**src/rtl/snake_pkg.sv**
```systemverilog
// Shared direction encodings, FSM states and direction helpers for the snake game.
// rect_controller imports this package as well.
package snake_pkg;

  localparam logic [3:0] DIR_UP    = 4'b0001;
  localparam logic [3:0] DIR_DOWN  = 4'b0010;
  localparam logic [3:0] DIR_LEFT  = 4'b0100;
  localparam logic [3:0] DIR_RIGHT = 4'b1000;

  typedef enum logic {
    ST_IDLE = 1'b0,
    ST_RUN  = 1'b1
  } state_e;

  function automatic logic [3:0] opposite(input logic [3:0] dir);
    logic [3:0] res;
    case (dir)
      DIR_UP:    res = DIR_DOWN;
      DIR_DOWN:  res = DIR_UP;
      DIR_LEFT:  res = DIR_RIGHT;
      DIR_RIGHT: res = DIR_LEFT;
      default:   res = 4'b0000;
    endcase
    return res;
  endfunction

  // Simultaneous presses collapse to one request: UP > DOWN > LEFT > RIGHT.
  function automatic logic [3:0] priority_pick(input logic [3:0] req);
    logic [3:0] res;
    if (req[0])      res = DIR_UP;
    else if (req[1]) res = DIR_DOWN;
    else if (req[2]) res = DIR_LEFT;
    else if (req[3]) res = DIR_RIGHT;
    else             res = 4'b0000;
    return res;
  endfunction

endpackage

```
**src/rtl/key_debounce.sv**
```systemverilog
// One push-button: synchroniser chain, stability counter, accepted level and a
// registered one-cycle pulse on each accepted rising edge.
module key_debounce #(
  parameter int SYNC_STAGES     = 2,
  parameter int DEBOUNCE_CYCLES = 650000
) (
  input  logic clk,
  input  logic rst,
  input  logic key_i,
  output logic press_o
);

  localparam int CW = (DEBOUNCE_CYCLES > 1) ? $clog2(DEBOUNCE_CYCLES) : 1;
  localparam logic [CW-1:0] CNT_LAST = CW'(DEBOUNCE_CYCLES - 1);

  logic [SYNC_STAGES-1:0] sync_q;
  logic [CW-1:0]          cnt_q, cnt_d;
  logic                   stable_q, stable_d;
  logic                   stable_prev_q;
  logic                   press_q;
  logic                   synced;

  assign synced = sync_q[SYNC_STAGES-1];

  // Any sample that agrees with the accepted level restarts the count.
  always_comb begin
    cnt_d    = cnt_q;
    stable_d = stable_q;
    if (synced == stable_q) begin
      cnt_d = '0;
    end else if (cnt_q == CNT_LAST) begin
      stable_d = synced;
      cnt_d    = '0;
    end else begin
      cnt_d = cnt_q + CW'(1);
    end
  end

  always_ff @(posedge clk or posedge rst) begin
    if (rst) begin
      sync_q        <= '0;
      cnt_q         <= '0;
      stable_q      <= 1'b0;
      stable_prev_q <= 1'b0;
      press_q       <= 1'b0;
    end else begin
      sync_q        <= {sync_q[SYNC_STAGES-2:0], key_i};
      cnt_q         <= cnt_d;
      stable_q      <= stable_d;
      stable_prev_q <= stable_q;
      press_q       <= stable_q & ~stable_prev_q;
    end
  end

  assign press_o = press_q;

endmodule

```
**src/rtl/key_direction_ctrl.sv**
```systemverilog
// Turns four raw buttons into a committed snake direction and a periodic step pulse,
// rejecting 180-degree reversals against the committed direction.
module key_direction_ctrl
  import snake_pkg::*;
#(
  parameter int SYNC_STAGES     = 2,
  parameter int DEBOUNCE_CYCLES = 650000,
  parameter int STEP_CYCLES     = 6500000
) (
  input  logic       clk,
  input  logic       rst,
  input  logic [3:0] key,
  input  logic       game_over,
  output logic [3:0] dir,
  output logic       step,
  output logic       running,
  output logic [3:0] press
);

  localparam int SW = (STEP_CYCLES > 1) ? $clog2(STEP_CYCLES) : 1;
  localparam logic [SW-1:0] STEP_LAST = SW'(STEP_CYCLES - 1);

  state_e        state_q;
  logic [3:0]    dir_q;
  logic [3:0]    pending_q;
  logic [SW-1:0] step_cnt_q;
  logic          step_q;
  logic          running_q;

  logic [3:0]    winner;
  logic          req;
  logic          reject;

  for (genvar i = 0; i < 4; i++) begin : g_key
    key_debounce #(
      .SYNC_STAGES     (SYNC_STAGES),
      .DEBOUNCE_CYCLES (DEBOUNCE_CYCLES)
    ) u_debounce (
      .clk     (clk),
      .rst     (rst),
      .key_i   (key[i]),
      .press_o (press[i])
    );
  end

  always_comb begin
    winner = priority_pick(press);
    req    = |press;
    reject = (winner == opposite(dir_q));
  end

  // dir follows pending on the cycle step is high, so the new heading shows one
  // cycle after the pulse; a press in that same cycle is judged against the old dir.
  always_ff @(posedge clk or posedge rst) begin
    if (rst) begin
      state_q    <= ST_IDLE;
      dir_q      <= DIR_RIGHT;
      pending_q  <= DIR_RIGHT;
      step_cnt_q <= '0;
      step_q     <= 1'b0;
      running_q  <= 1'b0;
    end else begin
      case (state_q)
        ST_IDLE: begin
          step_q     <= 1'b0;
          step_cnt_q <= '0;
          if (req) begin
            dir_q     <= winner;
            pending_q <= winner;
            state_q   <= ST_RUN;
            running_q <= 1'b1;
          end
        end
        ST_RUN: begin
          if (game_over) begin
            state_q    <= ST_IDLE;
            running_q  <= 1'b0;
            dir_q      <= DIR_RIGHT;
            pending_q  <= DIR_RIGHT;
            step_cnt_q <= '0;
            step_q     <= 1'b0;
          end else begin
            if (step_cnt_q == STEP_LAST) begin
              step_cnt_q <= '0;
              step_q     <= 1'b1;
            end else begin
              step_cnt_q <= step_cnt_q + SW'(1);
              step_q     <= 1'b0;
            end
            if (step_q) dir_q <= pending_q;
            if (req && !reject) pending_q <= winner;
          end
        end
        default: begin
          state_q   <= ST_IDLE;
          running_q <= 1'b0;
          step_q    <= 1'b0;
        end
      endcase
    end
  end

  assign dir     = dir_q;
  assign step    = step_q;
  assign running = running_q;

endmodule
```
**config.mk**
```make
export PLATFORM = sky130hd
export DESIGN_NAME = key_direction_ctrl
export DESIGN_NICKNAME = d
export VERILOG_FILES = /design/src/rtl/snake_pkg.sv /design/src/rtl/key_debounce.sv /design/src/rtl/key_direction_ctrl.sv
export SDC_FILE = /design/constraint.sdc
export NUM_CORES = 1
export LEC_CHECK = 0
export BUFFER_PORTS_ARGS = -buffer_cell sky130_fd_sc_hd__buf_2
export CORE_ASPECT_RATIO = 0.75
export CORE_MARGIN = 8
export CORE_UTILIZATION = 30
export CTS_BUF_LIST = sky130_fd_sc_hd__clkbuf_2 sky130_fd_sc_hd__clkbuf_4 sky130_fd_sc_hd__clkbuf_8
export CTS_CLUSTER_DIAMETER = 150
export CTS_CLUSTER_SIZE = 10
export DETAILED_ROUTE_END_ITERATION = 8
export PLACE_DENSITY = 0.43
export SETUP_SLACK_MARGIN = 0.1
export SLEW_MARGIN = 20
export SYNTH_ARGS = -nofsm -noshare
export SYNTH_HDL_FRONTEND = slang
export SYNTH_SLANG_ARGS = --single-unit
```
**constraint.sdc**
```tcl
create_clock -name clk -period 6 [get_ports clk]
set_clock_uncertainty 0.05 [all_clocks]
set_input_delay 1.2 -clock clk [delete_from_list [all_inputs] [get_ports clk]]
set_output_delay 1.2 -clock clk [all_outputs]
set_load 0.01 [all_outputs]
```
**Yosys cells after proc, flatten, opt, wreduce, memory -nomap -nowiden**

Index checks and enable logic that the tools add are counted.

- Output and inout port bits: 10
- Register bits: 134
- Bits of input ports: 7

- Muxes and demuxes: 32
- Reduce and logical (&&, ||, !) cells: 10
- Bitwise operators: 13
- Equal/unequal tests: 18
- Add/sub/neg operators: 5

Operator list:

| operator | number |
|---|---|
| 20-bit 2-to-1 mux | 8 |
| 20-bit by 1-bit adder with 20-bit output, second input constant | 4 |
| 20-bit == test, second input constant | 4 |
| 23-bit 2-to-1 mux | 2 |
| 23-bit case mux with 2 select lines | 1 |
| 4-bit 2-to-1 mux | 9 |
| 23-bit by 1-bit adder with 23-bit output, second input constant | 1 |
| 23-bit == test, second input constant | 1 |
| 4-bit case mux with 2 select lines | 2 |
| 4-bit case mux with 4 select lines | 1 |
| 2-bit AND reduction | 7 |
| 1-bit NOT | 9 |
| 1-bit 2-to-1 mux | 6 |
| 3-bit by 2-bit != test with 1-bit output, second input constant | 2 |
| 1-bit case mux with 2 select lines | 3 |
| 1-bit bitwise AND | 4 |
| 1-bit == test | 4 |
| 4-bit by 1-bit == test with 1-bit output, second input constant | 1 |
| 4-bit by 2-bit == test with 1-bit output, second input constant | 1 |
| 4-bit by 3-bit == test with 1-bit output, second input constant | 1 |
| 4-bit == test | 1 |
| 4-bit == test, second input constant | 1 |
| 2-bit != test, second input constant | 2 |
| 4-bit OR reduction | 1 |
| 2 further kinds | 2 |

**Depth between registers and ports, before layout**

Gate-level depths: netlist of the first run.

- Depth after elaboration: 10
- Depth in mapped cells: 8
- Gate-level depth less buffers: 6

**Modules after synthesis**

A second synthesis of the first run with hierarchy kept.

- Cell total of the unflattened synthesis: 646
- Area total of the unflattened synthesis: 6,646.4 µm²

By module, submodules not included:

| module | instances | seq. area each (µm²) | cells each | area an instance (µm²) |
|---|---|---|---|---|
| key_debounce | 4 | 625.6 | 115 | 1,213.7 |
| key_direction_ctrl | 1 | 853.3 | 186 | 1,791.7 |

**Least setup slack after synthesis of the first run**

Ideal clock, no wire load.

- Kind: in2reg
- Start: input port game_over
- End: register dir_q[0] (netlist: dir[0])
- Path buffers: 0
- Cell stages on the path: 4
- Data required time: 5,820 ps
- Data arrival time: 1,756 ps
- Setup slack: 4,064 ps
- Path through: nand2b_1 > o22a_1 > nor2_1 > a21oi_1

- Longest elaborated chain between the ends: 2
- Elaborated cells on any way between the ends: 4
- Classes of those cells: eq/ne: 1; mux: 2; reduce/logical: 1

Ends and longest elaborated chain:

| element | line | text |
|---|---|---|
| start, declared | key_direction_ctrl.sv:13 | `input logic game_over,` |
| 4-bit 2-to-1 mux / 3-bit by 2-bit != test with 1-bit output (equally long branches) | - |  |
| 4-bit case mux with 2 select lines / 2-bit AND reduction (equally long branches) | - |  |
| end signal, assigned | key_direction_ctrl.sv:68 | `dir_q <= winner;` |
| end signal, assigned | key_direction_ctrl.sv:90 | `if (step_q) dir_q <= pending_q;` |
| end, declared | key_direction_ctrl.sv:24 | `logic [3:0] dir_q;` |

Several ways; a longest one is shown, not always the timed one.
A chain may end at the register's enable or synchronous reset.

**Worst setup path after layout of the first run**

- Start: register g_key[0].u_debounce.press_q
- End: output port press[0]

RTL lines:

| element | line | text |
|---|---|---|
| start, declared | key_debounce.sv:20 | `logic press_q;` |
| start signal, assigned | key_debounce.sv:51 | `press_q <= stable_q & ~stable_prev_q;` |
| end, declared | key_direction_ctrl.sv:17 | `output logic [3:0] press` |

No word-level cell between the ends.

==> results_dict.tcl, run 1 <==
set metrics [dict create \
    drt-initial-drc-count 295 \
    fin_util_pct 33.45 \
    die-area_um2 25950 \
    rr_worst_depth 5 \
    io_pins 17 \
    dp_hpwl_um 8074 \
    synth_nets 629 \
    synth-main-ff-cell "dfrtp_1" \
    cts_resized 0 \
    post-route-period-util_pct 40.55 \
    routabilityCongestion 0.7920 \
    synthTopCellsByArea "dfrtp_1, xor2_1, nor2_1, xnor2_1, nand4_1" \
    grt_antenna_before_repair 0 \
    core_um2 20890 \
    dieWidth_um 183.3 \
    grt_pass1_wl_um 21140 \
    most-common-layout-cells "nor2_1, dfrtp_1, xor2_1" \
    root_buffer "clkbuf_8" \
    p_leak_nw 2.957 \
    min_to "g_key[0].u_debounce.sync_q[1]" \
    grt_max_degree 80 \
    end_kind "primary output" \
    crit-reg2reg-launch "g_key[2].u_debounce.cnt_q[10]" \
    crit_family "flip-flops" \
    cts.sinks 134 \
    clkLatencyLatePin_ns 0.43 \
    synth_area_um2 6301 \
    path_clk_slew_ns 0.07 \
    peakVddDrop_v 0.0001199 \
    cts_setup_buffers 0 \
    r2r_end "g_key[2].u_debounce.cnt_q[16]" \
    syn_inst 617 \
    drive_above_1_share_pct 10.70 \
    antenna_cells 0 \
    synth_top_area_share_pct 52.42 \
    cap_violations 0 \
    start_util_pct 30.16 \
    cp-start-kind "flop" \
    p_per_area_nw_per_um2 247.5 \
    slowest_delay_ns 0.54 \
    rows 46 \
    cp.arrival_ns 1.18 \
    hold_buffers 0 \
    rsz0062_at_grt "false" \
    fin_nets 645 \
    crit_required_ns 4.75 \
    via_per_inst 4.577 \
    worstSetupPathType "flop to primary output" \
    ys_seq_elements 134 \
    tns_ns 0 \
    first_pass_iters 4 \
    slew_headroom_pct 50.70 \
    synth_top_cell_by_area "dfrtp_1" \
    drtAntennaViolNets 0 \
    routed_wirelength_um 12150 \
    overflow 0 \
    cts_tree "done" \
    numCtsBuffers 17 \
    vias 4270 \
    area_growth_pct 10.92 \
    hp-class "flop to flop" \
    syn_avg_cell_area_um2 10.21 \
    fin_hold_ws_ns 0.3005 \
    setup_viol 0 \
    path_buf_inv 1 \
    cp_cell_sequence "buf_2" \
    whs_path_depth 0 \
    fp.dieH_um 141.5 \
    drc 0 \
    synth-seq-area-share_pct 53.26 \
    htree_levels 4 \
    hold_viol 0 \
    dp_cells 902 \
    status "finished clean" \
    ys_warn_count 0 \
    finalPower_mw 1.730 \
    slowest_stage "dfrtp_1" \
    avgRoutedWirePerCell_um 13.02 \
    finalCriticalPeriod_ns 2.433 \
    grtUsageTotal_pct 10.08 \
    worst_pin_slew_ns 0.7394 \
    grt_pass1_vias 4247 \
    fmax_mhz 411.0 \
    synth-edff-count 0 \
    slew_violations 0 \
    clockBufferDepth 2 \
    port-buffer-count 16 \
    synth_cell_type_count 44 \
    critPathMaxFanout 9 \
    final_cells 933 \
    ys_async_sr_fraction_pct 100.0 \
    holdCritStartpoint "g_key[0].u_debounce.sync_q[0]" \
    rrSetupSlack_ns 3.73 \
]
worst reg2reg max path, cell delays in order, from the launching register on:
cell and delay (ns):
dfrtp_1 0.43, or4b_1 0.53, nor4_1 0.18, and4_1 0.26
or2_1 0.56, nor2_1 0.13
logic make-up (layout without fill, tap and decap cells):
logic type / Yosys count / in the layout / share of synthesized area (%)
mux: 4 / 4 / 0.7148
compound gates: 22 / 22 / 2.184
buf+inv: 36 / 64 / 3.276
fa+ha+maj: 5 / 5 / 0.9929
simple gates: 315 / 315 / 25.54
flops: 134 / 134 / 53.26
xor+xnor: 101 / 101 / 14.04
metrics by stage:
step	instance area (um^2)	setup slack, ns
global placement	6608	3.310
CTS	6989	3.508
detailed placement	6608	3.264
floorplan	6301	1.171
finish	6989	3.567
global route	6989	3.458
per-layer routing:
metal / up-vias / wire length (um) / global-route usage (%)
met1: 2088 / 6581 / 14.26
met4: 0 / 206 / 4.270
met2: 58 / 4980 / 14.12
met5: - / 0 / 0
met3: 13 / 383 / 2.810
li1: 2111 / - / -
area by class of cell:
| type | instances | area, um^2 |
|---|---|---|
| timing repair buffer | 17 | 87.58 |
| multi-input combinational | 447 | 2739 |
| clock buffer | 21 | 276.5 |
| clock inverter | 10 | 105.1 |
| tap | 288 | 360.3 |
| fill | 2126 | 13900 |
| inverter | 16 | 65.06 |
| sequential | 134 | 3356 |
worst max-delay path by stage:
| stage | start | endpoint | slack, ns | depth (start not counted) |
|---|---|---|---|---|
| finish | g_key[0].u_debounce.press_o | press[0] | 3.57 | 1 |
| detailed placement | rst | step_cnt_q[22] | 3.26 | 3 |
| global route | g_key[0].u_debounce.press_o | press[0] | 3.46 | 1 |
| global placement | rst | step_cnt_q[20] | 3.31 | 3 |
| CTS | g_key[0].u_debounce.press_o | press[0] | 3.51 | 1 |
| floorplan | rst | dir[0] | 1.17 | 1 |
synthesized netlist by cell type (10+ instances only):
| cell | count |
|---|---|
| nor3_1 | 12 |
| and3_1 | 10 |
| nor2_1 | 132 |
| xnor2_1 | 38 |
| xor2_1 | 63 |
| nand3_1 | 34 |
| nand2_1 | 38 |
| inv_1 | 16 |
| dfrtp_1 | 132 |
| nor4_1 | 10 |
| nand4_1 | 33 |
power by group:
group / internal [mW] / total (mW) / switching (mW)
logic: 0.0209 / 0.0655 / 0.0446
clock network: 0.394 / 0.732 / 0.338
registers: 0.917 / 0.932 / 0.0150
total: 1.33 / 1.73 / 0.398
sequential cells by signal, indices dropped and copies added (netlist names):
name / cells
step: 1
pending_q: 4
step_cnt_q: 23
g_key.u_debounce.press_o: 4
running: 1
dir: 4
g_key.u_debounce.stable_prev_q: 4
state_q: 1
g_key.u_debounce.stable_q: 4
g_key.u_debounce.sync_q: 8
g_key.u_debounce.cnt_q: 80
Power figures use the tool's default switching activity.
==> run 2, diff against run 1 <==
ABC_AREA = 1   (was default)
clock period = 2.31 ns   (was 6 ns; I/O delays follow)
==> run 2 against run 1 <==
Against the previous run:
- clock power rose to 2.6 times the previous value
- via count up 24%
- critical endpoint is now g_key[0].u_debounce.cnt_q[17]
- combinational power rose to 2.9 times the previous value
- final area up 10%
- total power rose to 2.6 times the previous value
- synthesized area up 9.1%
- global-route usage up 0.94 points
- final cell count up 30%
- hold slack worse by 0.23 ns
==> results_dict.tcl, run 2 <==
set metrics [dict create \
    status "finished clean" \
    port-buffer-count 16 \
    crit_required_ns 2.59 \
    peakVddDrop_v 0.0003275 \
    synth-seq-area-share_pct 48.81 \
    via_per_inst 4.360 \
    numCtsBuffers 17 \
    ys_seq_elements 134 \
    cts.sinks 134 \
    hold_viol 0 \
    synth-main-ff-cell "dfrtp_1" \
    whs_path_depth 1 \
    io_pins 17 \
    finalPower_mw 4.507 \
    dp_hpwl_um 10260 \
    grtUsageTotal_pct 11.01 \
    syn_avg_cell_area_um2 7.948 \
    drive_above_1_share_pct 12.75 \
    muxShareOfSynthArea_pct 0 \
    antenna_cells 0 \
    routed_wirelength_um 14230 \
    cp.arrival_ns 2.11 \
    fp.dieH_um 147.1 \
    synthXorXnorAreaFrac_pct 5.478 \
    path_clk_slew_ns 0.08 \
    setup_viol 0 \
    end_kind "flop" \
    hp-class "input port to flop" \
    most-common-layout-cells "nor2_1, nand2_1, dfrtp_1" \
    area_growth_pct 12.32 \
    synth_top_cell_by_area "dfrtp_1" \
    largest_reg_flops 80 \
    rr_worst_depth 8 \
    synth_nets 877 \
    cap_violations 0 \
    synth_top_area_share_pct 48.04 \
    ys_async_sr_fraction_pct 100.0 \
    grt_max_degree 64 \
    post-route-period-util_pct 79.09 \
    worstSetupPathType "flop to flop" \
    drtAntennaViolNets 0 \
    synth-simple-area-share_pct 34.18 \
    overflow 0 \
    first_pass_iters 4 \
    hold_buffers 1 \
    reg_top3 "g_key.u_debounce.cnt_q: 80 flops, step_cnt_q: 23 flops, g_key.u_debounce.sync_q: 8 flops" \
    syn_inst 865 \
    synth_cell_type_count 36 \
    fmax_mhz 547.4 \
    slew_violations 0 \
    synth_top_family_by_area "simple AND/OR/NAND/NOR gates" \
    cts_setup_buffers 0 \
    cts_resized 0 \
    synthTopCellsByArea "dfrtp_1, nand2_1, nor2_1, inv_1, xor2_1" \
    synth_area_um2 6875 \
    fin_nets 909 \
    avgRoutedWirePerCell_um 11.76 \
    grt_pass1_wl_um 25580 \
    root_buffer "clkbuf_8" \
    clkLatencyLatePin_ns 0.44 \
    worst_pin_slew_ns 0.4542 \
    grt_pass1_vias 5202 \
    rsz0062_at_grt "false" \
    die-area_um2 28070 \
    slew_headroom_pct 69.65 \
    regMostFlops "g_key.u_debounce.cnt_q" \
    ys_top_cells_by_count "nand2_1, nor2_1, dfrtp_1, inv_1, nand3_1" \
    vias 5275 \
    p_per_area_nw_per_um2 583.6 \
    critPathMaxFanout 11 \
    cts_tree "done" \
    clockBufferDepth 2 \
    finalCriticalPeriod_ns 1.827 \
    drc 0 \
    synth-edff-count 0 \
    start_util_pct 30.21 \
    routabilityCongestion 0.7690 \
    fill_cells 2381 \
    synth_adder_area_share_pct 0.9099 \
    grt_antenna_before_repair 0 \
    synth_compound_area_share_pct 3.676 \
    cp-start-kind "flop" \
    dieWidth_um 190.8 \
    core_um2 22760 \
    rows 48 \
    tns_ns 0 \
    htree_levels 4 \
    ys_warn_count 0 \
    drt-initial-drc-count 387 \
    p_leak_nw 3.391 \
]
[run 2: cell count changes after synthesis, moves of 16 or more]
cell / change
xnor2_1: -26
nor2_1: +44
xor2_1: -32
inv_2: +19
nand4_1: -16
inv_1: +81
nand2_1: +138
nor3_1: +27
[run 2: worst max-delay path, stage by stage (launching register included)]
cell	delay (ns)
dfrtp_1	0.37
ha_1	0.20
nand3_1	0.19
nor2_1	0.15
nand4_1	0.14
nand2_1	0.38
inv_1	0.13
nand2_1	0.09
nor2_1	0.04
[run 2: routing by layer]
metal / global-route usage, % / vias to the layer above / routed length (um) / share of wire (%)
li1: - / 2807 / - / -
met1: 16.62 / 2399 / 8121 / 57
met2: 14.67 / 56 / 5451 / 38
met3: 3.126 / 13 / 478 / 3.4
met4: 3.406 / 0 / 181 / 1.3
met5: 0 / - / 0 / 0
[run 2: stage by stage]
| stage | hold slack [ns] | util (%) | area (um^2) | worst slack (ns) | std cells |
|---|---|---|---|---|---|
| 2_1_floorplan | 0.2812 | - | 6879 | 0.1345 | 865 |
| 3_3_place_gp | 0.2969 | 32.21 | 7332 | 0.4985 | 1177 |
| 3_5_place_dp | 0.2896 | 32.21 | 7332 | 0.4662 | 1177 |
| 4_1_cts | 0.03315 | 33.93 | 7722 | 0.4710 | 1210 |
| 5_1_grt | 0.02212 | 33.93 | 7722 | 0.2315 | 1210 |
| 6_report | 0.07061 | 33.93 | 7722 | 0.4830 | 1210 |
[run 2: layout make-up]
| cell class | count | area [um^2] | share of cell area, % |
|---|---|---|---|
| clock buffers | 27 | 327.8 | 4.245 |
| inverters | 116 | 439.2 | 5.687 |
| repair buffers | 19 | 130.1 | 1.685 |
| clock inverters | 5 | 52.55 | 0.6805 |
| flip-flops and latches | 134 | 3356 | 43.45 |
| multi-input cells | 609 | 3042 | 39.39 |
| well taps | 300 | 375.4 | 4.861 |
[run 2: power by group]
group | internal [mW] | switching [mW]
Clock | 1.02 | 0.879
Sequential | 2.39 | 0.0315
Combinational | 0.0599 | 0.132
[run 2: logic make-up after synthesis]
| family | Yosys count |
|---|---|
| simple gates | 514 |
| flops | 134 |
| buf+inv | 122 |
| compound gates | 47 |
| xor+xnor | 43 |
| fa+ha+maj | 5 |
[run 2: path summary, 6_finish.rpt]
kind | from | end | slack [ns]
max in group asynchronous | rst | dir[3] | 0.98
worst max register to register | g_key[0].u_debounce.cnt_q[0] | g_key[0].u_debounce.cnt_q[17] | 0.48
worst min register to register | g_key[1].u_debounce.sync_q[0] | g_key[1].u_debounce.sync_q[1] | 0.31
worst min-delay path | key[0] | g_key[0].u_debounce.sync_q[0] | 0.07
min in group asynchronous | rst | g_key[0].u_debounce.cnt_q[8] | 0.54
worst max-delay path | g_key[0].u_debounce.cnt_q[0] | g_key[0].u_debounce.cnt_q[17] | 0.48
